===== src/rtl/dcp_tx_fmt.sv =====
// dcp_tx_fmt: transmit-side responder for the DCP print handshake.
// Takes a print request (hex word or raw byte), streams it as ASCII bytes over a
// valid/ready port to the UART transmitter, then pulses ack and waits for the
// requester to drop its request (4-phase handshake).
// Optional build macro: DCP_TX_CRLF_EN appends CR LF after the hex digits.
module dcp_tx_fmt #(
  parameter int HEX_DIGITS = 8,
  parameter bit UPPERCASE  = 1'b1
) (
  input  logic        i_clk,
  input  logic        i_rst,
  input  logic        i_req_tx,
  input  logic        i_type_tx,
  input  logic [31:0] i_dout,
  output logic        o_ack_tx,
  output logic [7:0]  o_tx_data,
  output logic        o_tx_vld,
  input  logic        i_tx_rdy,
  output logic        o_busy
);

  typedef enum logic [1:0] {IDLE, SEND, ACK, REL} state_t;

`ifdef DCP_TX_CRLF_EN
  localparam int HEX_BYTES = HEX_DIGITS + 2;
`else
  localparam int HEX_BYTES = HEX_DIGITS;
`endif
  localparam logic [3:0] HEX_COUNT   = 4'(HEX_BYTES);
  localparam logic [4:0] LAST_DIGIT  = 5'(HEX_DIGITS - 1);
  localparam logic [7:0] LETTER_BASE = UPPERCASE ? 8'h41 : 8'h61;

  // ASCII byte number idx of a request; digit 0 is the most significant printed nibble
  function automatic logic [7:0] fmtByte(input logic [31:0] payload, input logic rawMode,
                                         input logic [3:0] idx);
    logic [4:0] digitPos;
    logic [3:0] nib;
    fmtByte  = 8'h00;
    digitPos = LAST_DIGIT - {1'b0, idx};
    nib      = 4'(payload >> {digitPos, 2'b00});
    if (rawMode) begin
      fmtByte = payload[7:0];
    end else if ({1'b0, idx} <= LAST_DIGIT) begin
      fmtByte = (nib < 4'd10) ? (8'h30 + {4'h0, nib}) : (LETTER_BASE + {4'h0, nib} - 8'd10);
    end
`ifdef DCP_TX_CRLF_EN
    else if ({1'b0, idx} == LAST_DIGIT + 5'd1) begin
      fmtByte = 8'h0D;
    end else begin
      fmtByte = 8'h0A;
    end
`endif
  endfunction

  state_t      r_state, w_state;
  logic [31:0] r_payload, w_payload;
  logic        r_raw, w_raw;
  logic [3:0]  r_idx, w_idx;
  logic [3:0]  r_remain, w_remain;
  logic        r_ack, w_ack;
  logic [7:0]  r_tx_data, w_tx_data;
  logic        r_tx_vld, w_tx_vld;
  logic        r_busy, w_busy;

  // Register state, latched request and all outputs; reset drops any stream in flight
  always_ff @(posedge i_clk) begin
    if (i_rst) begin
      r_state   <= IDLE;
      r_payload <= 32'h0;
      r_raw     <= 1'b0;
      r_idx     <= 4'h0;
      r_remain  <= 4'h0;
      r_ack     <= 1'b0;
      r_tx_data <= 8'h00;
      r_tx_vld  <= 1'b0;
      r_busy    <= 1'b0;
    end else begin
      r_state   <= w_state;
      r_payload <= w_payload;
      r_raw     <= w_raw;
      r_idx     <= w_idx;
      r_remain  <= w_remain;
      r_ack     <= w_ack;
      r_tx_data <= w_tx_data;
      r_tx_vld  <= w_tx_vld;
      r_busy    <= w_busy;
    end
  end

  // Next-state and next-output logic; outputs are computed one cycle ahead so they leave flops
  always_comb begin
    w_state   = r_state;
    w_payload = r_payload;
    w_raw     = r_raw;
    w_idx     = r_idx;
    w_remain  = r_remain;
    w_ack     = 1'b0;
    w_tx_data = r_tx_data;
    w_tx_vld  = r_tx_vld;
    unique case (r_state)
      IDLE: begin
        if (i_req_tx) begin
          w_state   = SEND;
          w_payload = i_dout;
          w_raw     = i_type_tx;
          w_idx     = 4'h0;
          w_remain  = i_type_tx ? 4'd1 : HEX_COUNT;
          w_tx_vld  = 1'b1;
          w_tx_data = fmtByte(i_dout, i_type_tx, 4'h0);
        end
      end
      SEND: begin
        if (r_tx_vld && i_tx_rdy) begin
          if (r_remain == 4'd1) begin
            w_state   = ACK;
            w_remain  = 4'h0;
            w_tx_vld  = 1'b0;
            w_tx_data = 8'h00;
            w_ack     = 1'b1;
          end else begin
            w_idx     = r_idx + 4'd1;
            w_remain  = r_remain - 4'd1;
            w_tx_data = fmtByte(r_payload, r_raw, r_idx + 4'd1);
          end
        end
      end
      ACK: begin
        w_state = REL;
      end
      REL: begin
        if (!i_req_tx) begin
          w_state = IDLE;
        end
      end
      default: begin
        w_state = IDLE;
      end
    endcase
    w_busy = (w_state != IDLE);
  end

  assign o_ack_tx  = r_ack;
  assign o_tx_data = r_tx_data;
  assign o_tx_vld  = r_tx_vld;
  assign o_busy    = r_busy;

endmodule


===== config.mk =====
export PLATFORM = sky130hd
export DESIGN_NAME = dcp_tx_fmt
export DESIGN_NICKNAME = d
export VERILOG_FILES = /design/src/rtl/dcp_tx_fmt.sv
export SDC_FILE = /design/constraint.sdc
export NUM_CORES = 1
export LEC_CHECK = 0
export CAP_MARGIN = 20
export CELL_PAD_IN_SITES_DETAIL_PLACEMENT = 1
export CELL_PAD_IN_SITES_GLOBAL_PLACEMENT = 1
export CORE_MARGIN = 8
export CORE_UTILIZATION = 41
export DETAILED_ROUTE_END_ITERATION = 16
export GPL_TIMING_DRIVEN = 0
export HOLD_SLACK_MARGIN = 0.08
export PLACE_DENSITY_LB_ADDON = 0.25
export SLEW_MARGIN = 25
export SYNTH_ARGS = -nofsm -noshare
export SYNTH_HDL_FRONTEND = slang
export SYNTH_SLANG_ARGS = --single-unit

===== constraint.sdc =====
create_clock -name i_clk -period 5.4 [get_ports i_clk]
set_input_delay 0.81 -clock i_clk [delete_from_list [all_inputs] [get_ports i_clk]]
set_output_delay 0.81 -clock i_clk [all_outputs]
set_load 0.005 [all_outputs]

# == Yosys cells after proc, flatten, opt, wreduce, memory -nomap -nowiden ==
# Index checks and enable logic that the tools add are counted.
# word_totals
regBits,54
in_bits,37
# op_classes
add_sub_neg,9
magnitude_cmp,3
n_eq_ne,8
shift,1
muxes,28
bitwise_logic,2
n_reduce_logical,9
# op_table
op,n
8-bit two-way mux,8
32-bit by 7-bit right shift with 4-bit output,1
4-bit two-way mux,7
"7-bit by 4-bit adder with 8-bit output, first input constant",2
4-bit one-hot mux with 2 select lines,2
8-bit one-hot mux with 2 select lines,1
"8-bit by 4-bit subtractor with 8-bit output, second input constant",2
"6-bit by 4-bit adder with 7-bit output, first input constant",2
"4-bit < comparator, second input constant",2
2-bit two-way mux,4
"2-bit inequality test, second input constant",4
2-bit one-hot mux with 4 select lines,1
4-bit AND reduction,2
"3-bit by 4-bit subtractor with 5-bit output, first input constant",1
"4-bit by 1-bit adder with 4-bit output, second input constant",1
"2-bit equality test, second input constant",2
"4-bit by 1-bit equality test with 1-bit output, second input constant",1
"4-bit by 3-bit less-or-equal comparator with 1-bit output, second input constant",1
1-bit two-way mux,4
2-bit nonzero test,2
"4-bit by 1-bit subtractor with 4-bit output, second input constant",1
3-bit AND reduction,1
3-bit OR reduction,1
"2-bit by 1-bit equality test with 1-bit output, second input constant",1
other kinds (5),6

# == Depth between registers and ports, before layout ==
# Gate-level depths: netlist (run 1).
# depth
word_depth,11
mapped_depth,11
ltp_nobuf,8

# == Worst setup path before layout (run 1) ==
# No wires, ideal clock.
# synth_path
path_kind,flip-flop to flip-flop
startpoint,reg r_idx[0]
endpoint,"reg r_tx_data[5], in the netlist o_tx_data[5]"
setup_time_ns,0.132
t_arrival_ns,2.615
t_required_ns,5.268
setup_slack_ns,2.654
stages_incl_launch_ff,12
period_less_slack_ns,2.746
cell_sequence,dfxtp_1 -> buf_2 -> inv_2 -> ha_1 -> buf_6 -> buf_12 -> mux2i_1 -> mux4_2 -> a211oi_1 -> nor2_1 -> a2111oi_0 -> nor3_1
# synth_via
elab_chain_cells,11
# synth_rtl
element,line_no,source
start: declaration,58,"logic [3:0] r_idx, w_idx;"
start signal: assignment,81,r_idx <= w_idx;
4-bit by 1-bit adder with 4-bit output (*),123,"w_tx_data = fmtByte(r_payload, r_raw, r_idx + 4'd1);"
3-bit by 4-bit subtractor with 5-bit output,39,"digitPos = LAST_DIGIT - {1'b0, idx};"
32-bit by 7-bit right shift with 4-bit output,40,"nib = 4'(payload >> {digitPos, 2'b00});"
7-bit by 4-bit adder with 8-bit output,44,"fmtByte = (nib < 4'd10) ? (8'h30 + {4'h0, nib}) : (LETTER_BASE + {4'h0, nib} - 8'd10);"
8-bit by 4-bit subtractor with 8-bit output,44,
8-bit two-way mux,44,
8-bit two-way mux (*),43,"end else if ({1'b0, idx} <= LAST_DIGIT) begin"
8-bit two-way mux (*),41,if (rawMode) begin
8-bit two-way mux (*),114,if (r_remain == 4'd1) begin
8-bit two-way mux (*),113,if (r_tx_vld && i_tx_rdy) begin
8-bit one-hot mux with 2 select lines (*),100,unique case (r_state)
end signal: assignment,84,r_tx_data <= w_tx_data;
end: declaration,61,"logic [7:0] r_tx_data, w_tx_data;"
# Every way passes the cells marked *; elsewhere a longest branch is shown, timed or not. The select of a mux whose other input is x is not followed.
# A chain may end at the register's enable or synchronous reset.

# == Worst setup path in the final report (run 1) ==
# Ends and elaborated chain as after synthesis.

==> results.cfg, run 1 <==
[outcome]
status = finished, final reports clean

[floorplan]
fp.dieW_um = 97.2
floorplan.initialDensity_pct = 42.6
core_region_area_um2 = 6350
floorplan.rows = 29
chipHeight_um = 97.2
io_pins = 48
die_outline_area_um2 = 9450

[sta]
fin_crit_sh_pct = 60.1
finalMaxSlewViolations = 0
setup_viol_count_final = 0
worst_clock_skew_ps = 4.22
max_slew.worst_pin.slew_ps = 609
achievable-frequency_mhz = 308
final.min_clock_period_ps = 3250
tns_ps = 0
max-slew-margin-rel_pct = 59.3
grt_setup_unrepaired = false
report.final.hold_viol_count = 0

[critical_path]
cell_breakdown_of_the_critical_path = buf_2 -> inv_2 -> ha_1 -> buf_6 -> buf_12 -> mux2i_1 -> mux4_2 -> a211oi_1 -> nor2_1 -> a2111oi_0 -> nor3_1
cpPeakStageDelay_ps = 510
critPathArrivalTime_ps = 3430
worst-endpoint-required_ps = 5590
cp_top_family = compound AO/OA/AOI/OAI gates
crit_path_start_kind = flop
critPathSlowestCell = sky130_fd_sc_hd__mux4_2
timing.critical_path.to_type = flop
critPathBufInv = 4
crit_type = reg2reg
path_max_fanout = 10

[routing]
routed_wl_mm = 8.39
detail_route.iter0.violations = 94
antenna_violation_net_count_after_detailed_routing = 0
detail_route.drc_violations = 0
drt_first_pass_iters = 4
wl_met2_mm = 4.19
met3_wirelength_um = 379
wire_per_inst_um = 17.8
number_of_vias_per_cell = 5.62
met1Wirelength_mm = 3.65
highest-signal-layer = met4
route.vias.total = 2648

[synth]
synthesis.instances = 340
post_synth_and_or_nand_nor_area_fraction_pct = 21.4
netlist-cell-type-count = 47
yosys_register_bits = 54
synth_top_flop_cell = sky130_fd_sc_hd__dfxtp_1
synth_compound_area_share_pct = 21.6
share_of_the_yosys_chip_area_belonging_to_registers_pct = 40.0
number_of_flops_mapped_to_enable_cells_by_yosys = 0
synth_area_um2 = 2700
postSynthNetCount = 382
post_synth_fa_ha_maj_area_fraction_pct = 2.31
synth_top_family_by_area = compound AO/OA/AOI/OAI gates
fraction_of_synthesized_cell_area_in_xor_and_xnor_cells_pct = 1.90
yosys-mux-area-fraction_pct = 7.87
synth.yosys.warnings = 0
synth_async_sr_flop_share_pct = 0
syn_area_per_cell_um2 = 7.95

[power_and_ir_drop]
power_density_over_cell_area_nw_per_um2 = 281
total_leakage_power_nw = 1.35
ir_drop_mv = 0.139

[clock_network]
root_buffer = sky130_fd_sc_hd__clkbuf_8
clk-insertion-delay-late_ps = 310
cts_hold_repair.buffers = 0
clock_tree_from_tritoncts = yes
post_cts.resized_instances = 0
cts.sinks = 54
post_cts_setup_inserts = 0
cts_buffers = 5
cts.htree.levels = 2
cts_max_path_buffers = 2
clkSlewWorstSetupHoldPaths_ps = 100

[place]
io_buffer_count = 46
placedCellCount = 463
routability_congestion_estimate = 0.894
detailed_place.area_um2 = 3260
hpwlAfterDp_mm = 6.46

[cells_and_area]
fin_nets = 435
layout.cells.non_filler = 471
flow.area_growth_from_synthesis_pct = 25.9
final_layout_size_suffix_gt1_share_pct = 4.82
layout.cell_area.non_filler_um2 = 3400
layout.cells.most_common_list = 75 x sky130_fd_sc_hd__nand2_1, 54 x sky130_fd_sc_hd__dfxtp_1, 47 x sky130_fd_sc_hd__a21oi_1
most_common_library_cell_in_the_layout_ignoring_fill_and_taps = sky130_fd_sc_hd__nand2_1
num_antenna_cells = 0

[hold_path]
worstHoldPathType = reg2reg

[global_route]
grt_pass1_wl_mm = 13.6
antenna_found_initial = 0
track_usage_pct = 17.3
via_count_of_the_first_global_routing_pass = 2686
maximum_number_of_pins_on_one_net_before_global_route_repair = 17
overflow = 0

[job]
cap_violations = 0
-- cells by family (layout without fill, tap and decap cells) --
logic type,after synthesis,in the layout
multiplexers,17,17
buffers and inverters,29,83
AO/OA/AOI/OAI,95,95
adder cells (fa/ha/maj),5,5
XOR/XNOR,5,5
AND/OR/NAND/NOR,135,135
flip-flops,54,54
-- power by group --
| group | total, W | switching (W) | internal [W] |
|---|---|---|---|
| Clock | 0.000334 | 0.000136 | 0.000198 |
| Combinational | 0.000180 | 0.0000965 | 0.0000832 |
| Sequential | 0.000443 | 0.0000189 | 0.000424 |
-- routing by layer --
layer | vias up | track usage [%]
met4 | 0 | 5.33
li1 | 1290 | -
met3 | 12 | 3.34
met2 | 61 | 30.0
met5 | - | 0
met1 | 1285 | 20.9
-- stage by stage --
stage	power (W)	setup WS, ps	hold slack, ps	util [%]
finish	0.000957	2150	461	53.6
global route	0.000999	1920	475	53.6
CTS	0.000962	2130	462	53.6
detailed placement	0.000631	2130	448	51.3
global placement	0.000624	2250	442	51.3
floorplan	0.000548	2650	436	-
-- tightest hold or removal path: cells and delay by family, from the launching register on --
family,cells,cell delay (ps)
compound gates,1,50
flops,1,320
simple gates,1,50
-- final timing paths --
check	from	to	slack (ps)	cells after the start
max	r_idx[0]$_SDFFE_PP0P_	o_tx_data[5]$_SDFFE_PP0P_	2150	11
min	r_payload[21]$_SDFFE_PP0P_	r_payload[21]$_SDFFE_PP0P_	460	2
max reg2reg	r_idx[0]$_SDFFE_PP0P_	o_tx_data[5]$_SDFFE_PP0P_	2150	11
min reg2reg	r_payload[21]$_SDFFE_PP0P_	r_payload[21]$_SDFFE_PP0P_	460	2
-- state kept, by name, summed over array words and instances, names as in the netlist --
name       count
o_tx_data      8
o_ack_tx       1
o_busy         1
r_idx          4
o_tx_vld       1
r_remain       4
r_state        2
r_payload     32
r_raw          1
-- final cells by class --
cell class	count	area, um^2
Clock inverter	2	60.1
Inverter	9	33.8
Buffer	20	100
Fill cell	797	2950
Sequential cell	54	1080
Multi-Input combinational cell	257	1490
Clock buffer	6	82.6
Timing Repair Buffer	46	460
Tap cell	77	96.3
-- synth_stat cells, drive strengths merged (3+ instances only) --
| master | count | area [um^2] |
|---|---|---|
| a221oi | 5 | 50.0 |
| a21o | 6 | 45.0 |
| nor3 | 9 | 45.0 |
| nand2b | 4 | 25.0 |
| mux4 | 3 | 71.3 |
| nor3b | 3 | 22.5 |
| buf | 3 | 36.3 |
| a31oi | 4 | 25.0 |
| ha | 5 | 62.6 |
| nand2 | 75 | 282 |
| a22oi | 4 | 30.0 |
| inv | 9 | 33.8 |
| a21oi | 47 | 235 |
| nor2 | 32 | 120 |
| a211oi | 6 | 45.0 |
| clkbuf | 17 | 63.8 |
| dfxtp | 54 | 1080 |
| mux2i | 13 | 130 |
| xnor2 | 4 | 35.0 |
| o21ai | 12 | 60.1 |
(Power assumes the default switching activity.)
==> inputs of run 2 (changes only) <==
--- a/config.mk
+++ b/config.mk
@@ -9,7 +9,7 @@
 export CELL_PAD_IN_SITES_DETAIL_PLACEMENT = 1
 export CELL_PAD_IN_SITES_GLOBAL_PLACEMENT = 1
 export CORE_MARGIN = 8
-export CORE_UTILIZATION = 41
+export CORE_UTILIZATION = 35
 export DETAILED_ROUTE_END_ITERATION = 16
 export GPL_TIMING_DRIVEN = 0
 export HOLD_SLACK_MARGIN = 0.08
==> constraint.sdc (replaced) <==
create_clock -name i_clk -period 2.6 [get_ports i_clk]
set_input_delay 0.39 -clock i_clk [delete_from_list [all_inputs] [get_ports i_clk]]
set_output_delay 0.39 -clock i_clk [all_outputs]
set_load 0.005 [all_outputs]
==> results.cfg, run 2 (synthesized netlist as in run 1, its figures left out) <==
[critical_path]
crit_path_start_kind = flop
cell_breakdown_of_the_critical_path = buf_6 -> inv_8 -> ha_4 -> buf_12 -> mux2i_1 -> mux4_2 -> or4b_4 -> o211a_1 -> a221oi_2
critPathBufInv = 3
critPathArrivalTime_ps = 2920
cpPeakStageDelay_ps = 540
path_max_fanout = 8
crit_type = reg2reg
worst-endpoint-required_ps = 2830
cp_top_family = multiplexers
timing.critical_path.to_type = flop
critPathSlowestCell = sky130_fd_sc_hd__mux4_2

[power_and_ir_drop]
power_density_over_cell_area_nw_per_um2 = 528
total_leakage_power_nw = 1.36
post_layout_power_w = 0.00186
ir_drop_mv = 0.318

[routing]
wire_per_inst_um = 17.2
number_of_vias_per_cell = 5.24
routed_wl_mm = 8.63
detail_route.drc_violations = 0
antenna_violation_net_count_after_detailed_routing = 0
route.vias.total = 2632
drt_first_pass_iters = 4
detail_route.iter0.violations = 94

[place]
routability_congestion_estimate = 0.846
hpwlAfterDp_mm = 6.51
placement.setup.worst_slack_ps = -377
io_buffer_count = 46
placedCellCount = 488

[cells_and_area]
layout.cells.non_filler = 502
num_antenna_cells = 0
fin_nets = 441
largest_register_ffs = 32
flow.area_growth_from_synthesis_pct = 30.4
layout.cells.most_common_list = 75 x sky130_fd_sc_hd__nand2_1, 52 x sky130_fd_sc_hd__dfxtp_1, 47 x sky130_fd_sc_hd__a21oi_1
registers.top_by_ff_count = r_payload
final_layout_size_suffix_gt1_share_pct = 9.25
most_common_library_cell_in_the_layout_ignoring_fill_and_taps = sky130_fd_sc_hd__nand2_1

[sta]
max_slew.worst_pin.slew_ps = 631
worst_clock_skew_ps = 3.02
grt_setup_unrepaired = true
setup_viol_count_final = 2
finalMaxSlewViolations = 0
report.final.hold_viol_count = 0
setup_ws_ps = -94.9
achievable-frequency_mhz = 371
fin_crit_sh_pct = 104
fin_hold_ws_ps = 460
max-slew-margin-rel_pct = 57.8
final.min_clock_period_ps = 2690

[floorplan]
die_outline_area_um2 = 10800
io_pins = 48
floorplan.rows = 32
fp.dieW_um = 104
core_region_area_um2 = 7610
floorplan.initialDensity_pct = 35.5
chipHeight_um = 104

[global_route]
gr-usage-met1_pct = 19.7
track_usage_pct = 16.3
grt_pass1_wl_mm = 14.4
via_count_of_the_first_global_routing_pass = 2883
busiest_layer = met2
antenna_found_initial = 0
grt_use_met3_pct = 4.28
maximum_number_of_pins_on_one_net_before_global_route_repair = 16
gr-usage-met2_pct = 27.8
overflow = 0

[clock_network]
cts.sinks = 54
clock_tree_from_tritoncts = yes
root_buffer = sky130_fd_sc_hd__clkbuf_8
cts_max_path_buffers = 2
clkSlewWorstSetupHoldPaths_ps = 100
cts_buffers = 5
cts.htree.levels = 2
clk-insertion-delay-late_ps = 310

[outcome]
status = complete, but fails checks
failed_checks = negative setup slack

[hold_path]
worstHoldPathType = reg2reg

[job]
cap_violations = 0
-- run 2: cell types whose count changed in the layout (fill, tap and decap cells not counted), moves of 2 or more --
cell,change
sky130_fd_sc_hd__mux2i_2,+2
sky130_fd_sc_hd__mux2i_1,-2
sky130_fd_sc_hd__dfxtp_2,+2
sky130_fd_sc_hd__bufinv_16,-2
sky130_fd_sc_hd__ha_1,-2
sky130_fd_sc_hd__clkbuf_8,+2
sky130_fd_sc_hd__buf_4,+8
sky130_fd_sc_hd__dfxtp_1,-2
-- run 2: worst paths after layout --
path,from,to,slack [ps],cells past startpoint
setup / recovery,r_idx[0]$_SDFFE_PP0P_,o_tx_data[1]$_SDFFE_PP0P_,-90,9
hold / removal,r_payload[26]$_SDFFE_PP0P_,r_payload[26]$_SDFFE_PP0P_,460,2
hold reg to reg,r_payload[26]$_SDFFE_PP0P_,r_payload[26]$_SDFFE_PP0P_,460,2
setup reg to reg,r_idx[0]$_SDFFE_PP0P_,o_tx_data[1]$_SDFFE_PP0P_,-90,9
-- run 2: routing by layer --
| metal | routed length, um | up-vias |
|---|---|---|
| li1 | - | 1300 |
| met1 | 3970 | 1259 |
| met2 | 4130 | 60 |
| met3 | 374 | 13 |
| met4 | 147 | 0 |
| met5 | 0 | - |
-- run 2: area by class of cell --
cell class | instances | area [um^2]
Fill cell | 943 | 4080
Multi-Input combinational cell | 257 | 1550
Sequential cell | 54 | 1080
Timing Repair Buffer | 54 | 520
Tap cell | 102 | 128
Clock buffer | 8 | 110
Buffer | 18 | 91.3
Inverter | 9 | 41.3
-- run 2: report_power, final --
part,internal (W),leakage [nW],total [W],switching [W]
clock,0.000270,0.0575,0.000549,0.000279
sequential,0.000881,0.444,0.000920,0.0000392
combinational,0.000183,0.860,0.000390,0.000207
total,0.00133,1.36,0.00186,0.000525
-- run 2: worst reg2reg max path: cells and delay by family, from the launching register on --
family	cells	cell delay [ps]
AO/OA/AOI/OAI	2	500
adder cells (fa/ha/maj)	1	270
buffers and inverters	3	320
flip-flops	1	350
multiplexers	2	650
AND/OR/NAND/NOR	1	540
-- run 2: through the flow --
step | setup TNS, ps | cell area, um^2 | utilization, %
3_3_place_gp | -585 | 3320 | 43.6
3_5_place_dp | -827 | 3320 | 43.6
4_1_cts | -134 | 3510 | 46.2
5_1_grt | -500 | 3520 | 46.3
2_1_floorplan | 0 | 2730 | -
6_report | -144 | 3520 | 46.3
-- run 2: repair_timing --
action,in CTS,in global routing
gates resized for setup,9,4
setup buffers,8,0
pin swaps,4,3
setup endpoints to repair,4,5
hold buffers,0,0
==> inputs of run 3 (changes only) <==
--- a/config.mk
+++ b/config.mk
@@ -14,6 +14,7 @@
 export GPL_TIMING_DRIVEN = 0
 export HOLD_SLACK_MARGIN = 0.08
 export PLACE_DENSITY_LB_ADDON = 0.25
+export REMOVE_ABC_BUFFERS = 1
 export SLEW_MARGIN = 25
 export SYNTH_ARGS = -nofsm -noshare
 export SYNTH_HDL_FRONTEND = slang
==> results.cfg, run 3 (synthesized netlist as in run 1, its figures left out) <==
[cells_and_area]
registers.top_by_ff_count = r_payload
fin_nets = 426
num_antenna_cells = 0
flow.area_growth_from_synthesis_pct = 30.1
final_layout_size_suffix_gt1_share_pct = 10.4
most_common_library_cell_in_the_layout_ignoring_fill_and_taps = sky130_fd_sc_hd__nand2_1
largest_register_ffs = 32
layout.cells.most_common_list = 75 x sky130_fd_sc_hd__nand2_1, 52 x sky130_fd_sc_hd__dfxtp_1, 46 x sky130_fd_sc_hd__a21oi_1, 46 x sky130_fd_sc_hd__clkdlybuf4s50_1, 30 x sky130_fd_sc_hd__nor2_1

[critical_path]
crit_path_start_kind = flop
critPathArrivalTime_ps = 2810
timing.critical_path.to_type = flop
path_max_fanout = 6
reg2reg_setup_slack_ps = 20
crit_type = reg2reg
worst-endpoint-required_ps = 2830

[floorplan]
core_region_area_um2 = 7610
chipHeight_um = 104
io_pins = 48
floorplan.initialDensity_pct = 35.5
floorplan.rows = 32
fp.dieW_um = 104
die_outline_area_um2 = 10800

[job]
cap_violations = 0

[power_and_ir_drop]
power_density_over_cell_area_nw_per_um2 = 535
sw_frac_of_total_pct = 28.2
post_layout_power_w = 0.00188
total_leakage_power_nw = 1.36
p_seq_share_pct = 48.9
pwr-share-comb_pct = 20.4
cell_internal_pwr_w = 0.00135
power_switching_w = 0.000530
clockPowerShare_pct = 30.7
ir_drop_mv = 0.244

[global_route]
maximum_number_of_pins_on_one_net_before_global_route_repair = 34
antenna_found_initial = 0
track_usage_pct = 14.7
via_count_of_the_first_global_routing_pass = 2673
grt_pass1_wl_mm = 13.4
overflow = 0

[outcome]
status = finished, final reports clean

[clock_network]
cts_hold_repair.buffers = 0
clk-insertion-delay-late_ps = 310
clkSlewWorstSetupHoldPaths_ps = 100
cts_buffers = 5
cts_max_path_buffers = 2
root_buffer = sky130_fd_sc_hd__clkbuf_8
cts.sinks = 54
cts.htree.levels = 2
clock_tree_from_tritoncts = yes

[place]
routability_congestion_estimate = 0.800
hpwlAfterDp_mm = 5.55
io_buffer_count = 47

[routing]
routed_wl_mm = 7.86
detail_route.iter0.violations = 79
number_of_vias_per_cell = 5.11
route.vias.total = 2487
antenna_violation_net_count_after_detailed_routing = 0
drt_first_pass_iters = 4
detail_route.drc_violations = 0
wire_per_inst_um = 16.1

[sta]
max-slew-margin-rel_pct = 54.6
final.min_clock_period_ps = 2580
worst_clock_skew_ps = 7.48
report.final.hold_viol_count = 0
finalMaxSlewViolations = 0
tns_ps = 0
setup_viol_count_final = 0
fin_crit_sh_pct = 99.3
achievable-frequency_mhz = 387
max_slew.worst_pin.slew_ps = 681
grt_setup_unrepaired = true

[hold_path]
worstHoldPathType = reg2reg
## run 3: cell types whose count changed in the layout (fill, tap and decap cells not counted), moves of 2 or more
cell | previous run | this run
sky130_fd_sc_hd__clkbuf_1 | 16 | 0
sky130_fd_sc_hd__clkbuf_8 | 8 | 5
sky130_fd_sc_hd__buf_16 | 0 | 2
sky130_fd_sc_hd__buf_4 | 8 | 6
sky130_fd_sc_hd__clkinvlp_4 | 0 | 2
sky130_fd_sc_hd__nor2_1 | 32 | 30
## run 3: final timing paths
| kind | endpoint | cells past startpoint | from |
|---|---|---|---|
| setup / recovery | o_tx_data[1]$_SDFFE_PP0P_ | 8 | r_idx[0]$_SDFFE_PP0P_ |
| hold / removal | r_payload[19]$_SDFFE_PP0P_ | 2 | r_payload[19]$_SDFFE_PP0P_ |
| setup reg to reg | o_tx_data[1]$_SDFFE_PP0P_ | 8 | r_idx[0]$_SDFFE_PP0P_ |
| hold reg to reg | r_payload[19]$_SDFFE_PP0P_ | 2 | r_payload[19]$_SDFFE_PP0P_ |
## run 3: layout make-up
class	instances	area [um^2]
Fill cell	911	4090
Multi-Input combinational cell	257	1550
Sequential cell	54	1090
Timing Repair Buffer	57	597
Tap cell	102	128
Clock buffer	5	68.8
Clock inverter	3	45.0
Inverter	9	38.8
## run 3: power by group through the flow
stage                     combinational (W)  sequential, W  clock, W
final                              0.000384       0.000920  0.000579
after global routing               0.000427       0.000928  0.000625
after CTS                          0.000381       0.000918  0.000601
after detailed placement           0.000368       0.000938         0
after global placement             0.000348       0.000937         0
after floorplan                    0.000188       0.000928         0
## run 3: per-stage QoR
step | util (%) | setup slack (ps) | hold slack (ps) | std cells | cell area, um^2
after detailed placement | 42.9 | -1010 | 450 | 471 | 3260
final | 46.2 | 19.3 | 461 | 487 | 3520
after global routing | 46.2 | -60.8 | 485 | 487 | 3520
after CTS | 45.9 | 8.71 | 465 | 486 | 3490
after global placement | 42.1 | -1100 | 443 | 469 | 3200
after floorplan | - | -349 | 430 | 320 | 2600
## run 3: critical path, stage by stage (launching register included)
cell and delay, ps:
sky130_fd_sc_hd__dfxtp_4 400, sky130_fd_sc_hd__inv_6 60, sky130_fd_sc_hd__ha_4 290, sky130_fd_sc_hd__buf_6 140, sky130_fd_sc_hd__mux2i_1 120, sky130_fd_sc_hd__mux4_2 530, sky130_fd_sc_hd__or4b_1 490, sky130_fd_sc_hd__o211a_1 240
sky130_fd_sc_hd__a221oi_2 230
## run 3: repair_timing
action,in CTS,in global routing
buffers inserted,7,1
resized for setup,11,8
cloned,0,0
setup endpoints to repair,7,5
pin swaps,2,1
## run 3: metal layers
metal	track usage (%)	vias up	wire, um	part of all wire [%]
li1	-	1264	-	-
met1	18.8	1181	3870	49
met5	0	-	0	0
met4	3.10	0	61	0.78
met3	3.04	6	209	2.7
met2	24.9	36	3710	47
